<file path="src/rtl/seq_square_ctrl_if.sv">
// Start/done handshake bundle between a requesting controller and the sequential squarer.
// The controller drives start/num; the squarer returns busy, done and the 2N-bit square.
interface seq_square_ctrl_if #(
   parameter int N = 4
);
   logic           start;
   logic [N-1:0]   num;
   logic           busy;
   logic           done;
   logic [2*N-1:0] result;

   modport master (
      output start,
      output num,
      input  busy,
      input  done,
      input  result
   );

   modport slave (
      input  start,
      input  num,
      output busy,
      output done,
      output result
   );
endinterface

</file>
<file path="src/rtl/seq_square_ctrl.sv">
// Sequential shift-add squarer: one partial product per cycle for N cycles, then a one-cycle done strobe.
// The square stays on result until the next operation completes.
module seq_square_ctrl #(
   parameter int N = 4
) (
   input  logic           clk,
   input  logic           rst,
   seq_square_ctrl_if.slave bus
);

   localparam int              CNT_W    = (N > 1) ? $clog2(N) : 1;
   localparam int              RES_W    = 2 * N;
   localparam logic [CNT_W-1:0] CNT_LAST = CNT_W'(N - 1);

   typedef enum logic [1:0] {
      S_IDLE = 2'd0,
      S_CALC = 2'd1,
      S_DONE = 2'd2
   } state_t;

   state_t           r_state;
   logic [N-1:0]     r_a;
   logic [RES_W-1:0] r_acc;
   logic [CNT_W-1:0] r_cnt;
   logic [RES_W-1:0] r_result;
   logic             r_busy;
   logic             r_done;

   logic [RES_W-1:0] w_pp;
   logic [RES_W-1:0] w_acc_nxt;

   // Operand zero-extended to the result width before shifting, gated by the selected bit.
   function automatic logic [RES_W-1:0] partial_product(
      input logic [N-1:0]     a,
      input logic [CNT_W-1:0] sh
   );
      logic [RES_W-1:0] ext;
      ext = {{N{1'b0}}, a};
      if (a[sh]) begin
         return ext << sh;
      end
      return '0;
   endfunction

   assign w_pp      = partial_product(r_a, r_cnt);
   assign w_acc_nxt = r_acc + w_pp;

   always_ff @(posedge clk) begin
      if (rst) begin
         r_state  <= S_IDLE;
         r_acc    <= '0;
         r_cnt    <= '0;
         r_result <= '0;
         r_busy   <= 1'b0;
         r_done   <= 1'b0;
      end else begin
         case (r_state)
            S_IDLE: begin
               r_done <= 1'b0;
               if (bus.start) begin
                  r_a     <= bus.num;
                  r_acc   <= '0;
                  r_cnt   <= '0;
                  r_busy  <= 1'b1;
                  r_state <= S_CALC;
               end
            end
            S_CALC: begin
               r_acc <= w_acc_nxt;
               r_cnt <= r_cnt + CNT_W'(1);
               // The last step publishes the sum including its own partial product.
               if (r_cnt == CNT_LAST) begin
                  r_result <= w_acc_nxt;
                  r_done   <= 1'b1;
                  r_state  <= S_DONE;
               end
            end
            S_DONE: begin
               r_done  <= 1'b0;
               r_busy  <= 1'b0;
               r_state <= S_IDLE;
            end
            default: begin
               r_done  <= 1'b0;
               r_busy  <= 1'b0;
               r_state <= S_IDLE;
            end
         endcase
      end
   end

   assign bus.busy   = r_busy;
   // Masking with rst keeps a strobe from showing during a reset cycle that lands on DONE.
   assign bus.done   = r_done & ~rst;
   assign bus.result = r_result;

   a_done_single: assert property (@(posedge clk) disable iff (rst) r_done |=> !r_done);
   a_cnt_range:   assert property (@(posedge clk) disable iff (rst)
                                   (r_state == S_CALC) |-> (r_cnt <= CNT_LAST));
   a_busy_state:  assert property (@(posedge clk) disable iff (rst)
                                   r_busy == (r_state != S_IDLE));

endmodule
</file>
<file path="src/flat_wrapper.sv">
// flat-port wrapper written by rule: the top's interface ports become plain ports
module seq_square_ctrl_flat 
#(
   parameter int N = 4
)
  (clk, rst, bus_start, bus_num, bus_busy, bus_done, bus_result);
  seq_square_ctrl_if #(.N(N)) bus_i ();
  input  logic clk;
  input  logic rst;
  input wire logic [$bits(bus_i.start)-1:0] bus_start;
  input wire logic [$bits(bus_i.num)-1:0] bus_num;
  output wire logic [$bits(bus_i.busy)-1:0] bus_busy;
  output wire logic [$bits(bus_i.done)-1:0] bus_done;
  output wire logic [$bits(bus_i.result)-1:0] bus_result;
  assign bus_i.start = bus_start;
  assign bus_i.num = bus_num;
  assign bus_busy = bus_i.busy;
  assign bus_done = bus_i.done;
  assign bus_result = bus_i.result;
  seq_square_ctrl #(.N(N)) u_core (.clk(clk), .rst(rst), .bus(bus_i));
endmodule
</file>
<file path="config.mk">
export PLATFORM = sky130hd
export DESIGN_NAME = seq_square_ctrl_flat
export DESIGN_NICKNAME = d
export VERILOG_FILES = /design/src/rtl/seq_square_ctrl_if.sv /design/src/rtl/seq_square_ctrl.sv /design/src/flat_wrapper.sv
export SDC_FILE = /design/constraint.sdc
export NUM_CORES = 1
export LEC_CHECK = 0
export ABC_CLOCK_PERIOD_IN_PS = 2600
export CAP_MARGIN = 30
export CORE_UTILIZATION = 30
export CTS_BUF_LIST = sky130_fd_sc_hd__clkbuf_8
export CTS_CLUSTER_DIAMETER = 100
export DETAILED_ROUTE_END_ITERATION = 6
export GPL_TIMING_DRIVEN = 0
export PLACE_DENSITY = 0.49
export SLEW_MARGIN = 10
export SYNTH_ARGS = -nofsm -noshare
export SYNTH_HDL_FRONTEND = slang
export SYNTH_SLANG_ARGS = --single-unit
</file>
<file path="constraint.sdc">
create_clock -name clk -period 2.6 [get_ports clk]
set_input_delay 0.52 -clock clk [delete_from_list [all_inputs] [get_ports clk]]
set_output_delay 0.52 -clock clk [all_outputs]
set_load 0.01 [all_outputs]
</file>
# Word-level counts from Yosys, hierarchy flattened
# Cells that the tools add are included.
[word_totals]
out_inout_bits = 10
wordCells = 40
in_bits = 7
regBits = 26
[classes]
eq_ne = 4
n_reduce_logical = 8
shifts = 1
magnitude_cmp = 1
mux = 14
addsub = 2
n_bitwise = 3
[ops]
columns = ["op", "count"]
rows = [
  ["2-to-1 mux 8 bit", 3],
  ["case mux 8 bit (2 select lines)", 1],
  ["adder 8 bit", 1],
  ["case mux 2 bit (2 select lines)", 2],
  ["AND reduction 2 bit", 4],
  ["<< shifter 4 x 2 -> 8 bit", 1],
  ["2-to-1 mux 2 bit", 3],
  ["< comparator 2 x 3 -> 1 bit (second input constant)", 1],
  ["2-to-1 mux 1 bit", 3],
  ["AND reduction 3 bit", 1],
  ["adder 2 x 1 -> 2 bit (second input constant)", 1],
  ["binary-select mux 1 bit (select 2 bit)", 1],
  ["== test 2 x 1 -> 1 bit (second input constant)", 1],
  ["== test 2 bit (second input constant)", 1],
  ["logical NOT 2 bit", 1],
  ["!= test 2 x 1 -> 1 bit (second input constant)", 1],
  ["!= test 2 bit (second input constant)", 1],
  ["inverter 1 bit", 2],
  ["case mux 1 bit (2 select lines)", 1],
  ["nonzero test 2 bit", 1],
  ["OR reduction 2 bit", 1],
  ["AND 1 bit", 1],
]

# Longest topological paths before layout
# Gate-level depths: netlist (run 1).
[depth]
word_depth = 6
depth_mapped = 9
mapped_depth_nobuf = 8

# Least setup slack after synthesis (run 1)
# No wires, ideal clock.
[synth_path]
path_kind = "reg2reg"
startpoint = "register u_core.r_cnt[0]"
endpoint = "register u_core.r_result[6] (netlist: u_core.bus.result[6])"
path_buffers = 1
arrival_time_ns = 1.940
required_ns = 2.469
synth_period_minus_slack_ns = 2.071
path_slack_ns = 0.529
stages_incl_launch_ff = 10
setup_time_ns = 0.131
cell_sequence = "dfxtp_1 > clkbuf_1 > nor3b_1 > ha_1 > inv_1 > fa_1 > nor2b_1 > o31ai_2 > a211oi_2 > o31ai_1"
[synth_via]
elab_chain_len = 5
elab_cells_between_ends = 9
classes_between = "add/sub (1); eq/ne (1); shift (1); mux (5); reduce/logical (1)"
[synth_lines]
columns = ["item", "line", "source"]
rows = [
  ["start: declaration", "seq_square_ctrl.sv:24", "logic [CNT_W-1:0] r_cnt;"],
  ["start signal: assignment", "seq_square_ctrl.sv:70", "r_cnt <= r_cnt + CNT_W'(1);"],
  ["binary-select mux 1 bit (select 2 bit)", "seq_square_ctrl.sv:39", "if (a[sh]) begin"],
  ["2-to-1 mux 1 bit (not written as such)", "seq_square_ctrl.sv:39", ""],
  ["2-to-1 mux 1 bit", "seq_square_ctrl.sv:39", ""],
  ["2-to-1 mux 8 bit", "seq_square_ctrl.sv:42", "return '0;"],
  ["adder 8 bit", "seq_square_ctrl.sv:46", "assign w_acc_nxt = r_acc + w_pp;"],
  ["end signal: assignment", "seq_square_ctrl.sv:73", "r_result <= w_acc_nxt;"],
  ["end: declaration", "seq_square_ctrl.sv:25", "logic [RES_W-1:0] r_result;"],
]
# Several ways; a longest one is shown, not always the timed one. The select of a mux whose other input is x is not followed.
# A chain may end at the register's enable or synchronous reset.

# Final worst setup path (run 1)
[layout_path]
startpoint = "input port rst"
endpoint = "output port bus_done"
[layout_via]
elab_chain_len = 2
[layout_lines]
columns = ["item", "line", "source"]
rows = [
  ["start: declaration", "flat_wrapper.sv:9", "input logic rst;"],
  ["inverter 1 bit", "seq_square_ctrl.sv:94", "assign bus.done = r_done & ~rst;"],
  ["AND 1 bit", "seq_square_ctrl.sv:94", ""],
  ["end: declaration", "flat_wrapper.sv:13", "output wire logic [$bits(bus_i.done)-1:0] bus_done;"],
]
# Every way passes these cells.

==> results of run 1 <==
[flip-flops by register name, indices dropped and copies added, names as in the netlist]
register,cells
u_core.r_a,4
u_core.bus.result,8
u_core.r_done,1
u_core.r_cnt,2
u_core.r_state,2
u_core.r_acc,8
u_core.bus.busy,1
[logic make-up after synthesis]
group / share of synthesized area, %
compound gates: 22.0
simple gates: 25.8
xor+xnor: 1.21
buf+inv: 4.13
fa+ha+maj: 8.26
flops: 38.6
[path summary, 6_finish.rpt]
| path | endpoint | slack, ps | cells after the start |
|---|---|---|---|
| setup reg to reg | u_core.bus.result[6]$_SDFFE_PP0P_ | 280 | 9 |
| hold reg to reg | u_core.bus.result[2]$_SDFFE_PP0P_ | 460 | 2 |
| setup / recovery | bus_done | 130 | 4 |
| hold / removal | u_core.bus.result[2]$_SDFFE_PP0P_ | 460 | 2 |
[layer usage]
metal  wire (µm)  GRT usage, %  vias up
met1        1530          18.2      540
met5           0             0        -
met2        1580          24.5       35
met4          20          2.40        0
li1            -             -      603
met3         154          3.80        2
[through the flow]
step	instances	setup slack [ps]	total power [mW]	hold WS, ps	util (%)
3_5_place_dp	224	136	0.535	453	37.3
6_report	228	127	0.866	461	38.9
3_3_place_gp	224	146	0.533	446	37.3
4_1_cts	228	134	0.878	467	38.9
2_1_floorplan	156	529	0.502	441	-
5_1_grt	228	60.3	0.909	481	38.9
[Yosys cell counts, types with 2 or more instances]
cell type / count
nor3_1: 2
nor3b_1: 2
nand2b_1: 6
a211oi_1: 2
a211o_1: 2
a22oi_1: 3
inv_1: 4
nor2_1: 15
ha_1: 8
a21oi_1: 7
nand4_1: 4
nand3_1: 6
o211ai_1: 2
and3_1: 2
o21a_1: 2
dfxtp_1: 22
edfxtp_1: 4
o311ai_2: 2
nand2_1: 12
a211oi_2: 2
nor2b_1: 3
or2_2: 2
o31ai_1: 2
buf_6: 2
o21ai_1: 2
nand3b_1: 8
o21ai_0: 4
clkbuf_1: 3
[worst max-delay path: stages]
cell and delay, ps:
clkdlybuf4s50_1 480, clkbuf_1 370, nor2b_1 90, clkdlybuf4s50_1 490
[layout make-up]
cell class                 count  share of cell area (%)
clock buffer                   3                    2.36
buffer                         7                    2.57
timing repair buffer          16                    9.15
clock inverter                 1                    1.72
sequential                    26                    32.0
multi-input combinational    119                    47.6
inverter                       4                   0.858
tap                           52                    3.72
[power breakdown]
part	internal, mW	switching (mW)	total [mW]
Sequential	0.419	0.00828	0.427
Clock	0.206	0.134	0.340
Combinational	0.0429	0.0562	0.0991
==> metrics, run 1 <==
status finished clean; GRT Overall Usage 14.2%; WL final 3280 µm; pin count of the biggest net entering global routing 16; hold path start u_core.bus.result[2]$_SDFFE_PP0P_; clk_lat worst skew 270 ps; Synth Instances 156; Post-CTS Hold Fix Bufs 0; post_cts resized 0; share of cells above drive strength 1 11.9%; commonest non-fill, non-tap cells in the layout dfxtp_1, clkdlybuf4s50_1, nor2_1, nand2_1; Synth top area share 30.3%; die area about 0.005 mm²; final max-slew violation count 0; biggest area consumer among synthesized cells dfxtp_1; register area share after synthesis between 30% and 40%; row cnt 24; worst min-delay path class reg -> reg; antenna violation net count after detailed routing 0; Core Box Area 0.00450 mm²; Area after DPL 0.00168 mm²; worst-margin pin slew 971 ps; Peak VDD IR 364 µV; # setup viols final 0; # diodes 0; CP endpoint kind primary output; Worst EP required 2080 ps; I/O pins 17; initial DRC count 62; Avg Inst Size Synth 9.32 µm²; clk sinks 26; Yosys warning count 0; initial antenna violation count 0; global-route wire length before repair 5600 µm; wire length per cell 14.4 µm; Worst Skew 3.73 ps; Clock transition at path regs 100 ps; fin area 0.00175 mm²; slew margin rel. 35.2%; clock root buffer clkbuf_8; ranking of synthesized cells by area dfxtp_1, edfxtp_1, ha_1; most common cell after layout, fill and taps aside dfxtp_1; setup TNS 0 ps; Critical Path AT 1950 ps; setup repair bufs after CTS 0; ys async rst share 0%; Overflow after GRT 0; port bufs 16; Mapped Nets about 170; CP Max Fanout 10; FF+latch area 561 µm²; Power Density 495 mW/mm²; Layout area overhead 20.4%; H-tree depth 1; Leakage 0.662 nW; Nets about 190; min cycle time layout 2470 ps; hpwl dp about 2400 µm; RSZ-0062 raised after global routing no; max_cap viols 0; launch point of the worst reg-to-reg path u_core.r_cnt[0]$_SDFFE_PP0P_; TritonCTS clock tree done; vias in the first global route 1,162; fin crit share 95.1%; drc violations 0; startpoint types input pin; Die X 71.6 µm; ys flop type dfxtp_1; Max Freq 404 MHz; fill count 464; Die Ht a little over 70 µm; Post-synth EDFFs 4; synthesized area approximately 0.0015 mm²; starting density of the core between 30% and 40%; Clock Tree Buf Depth 2; first drt pass iteration count 4; vias after detailed routing 1,180; CP Launch Point rst; Final Wtd Congestion approximately 0.86; final hold vios 0; CP Class in -> out; Netlist cell types 49; multi-input logic area between 800 and 900 µm²; Yosys reg bits 26; TritonCTS buffer count 3; DR vias/cell roughly 5.2
No activity file was read; power rests on OpenSTA's default activity.
==> run 2: changes to the inputs <==
Settings changed: SETUP_SLACK_MARGIN set to 0.05.
==> results of run 2 <==
Final layout, timing and power as in run 1 (identical DEF).
==> run 3: changes to the inputs <==
Settings changed: SKIP_CTS_REPAIR_TIMING set to 1.
==> results of run 3 <==
Final layout, timing and power as in run 1 (identical DEF).
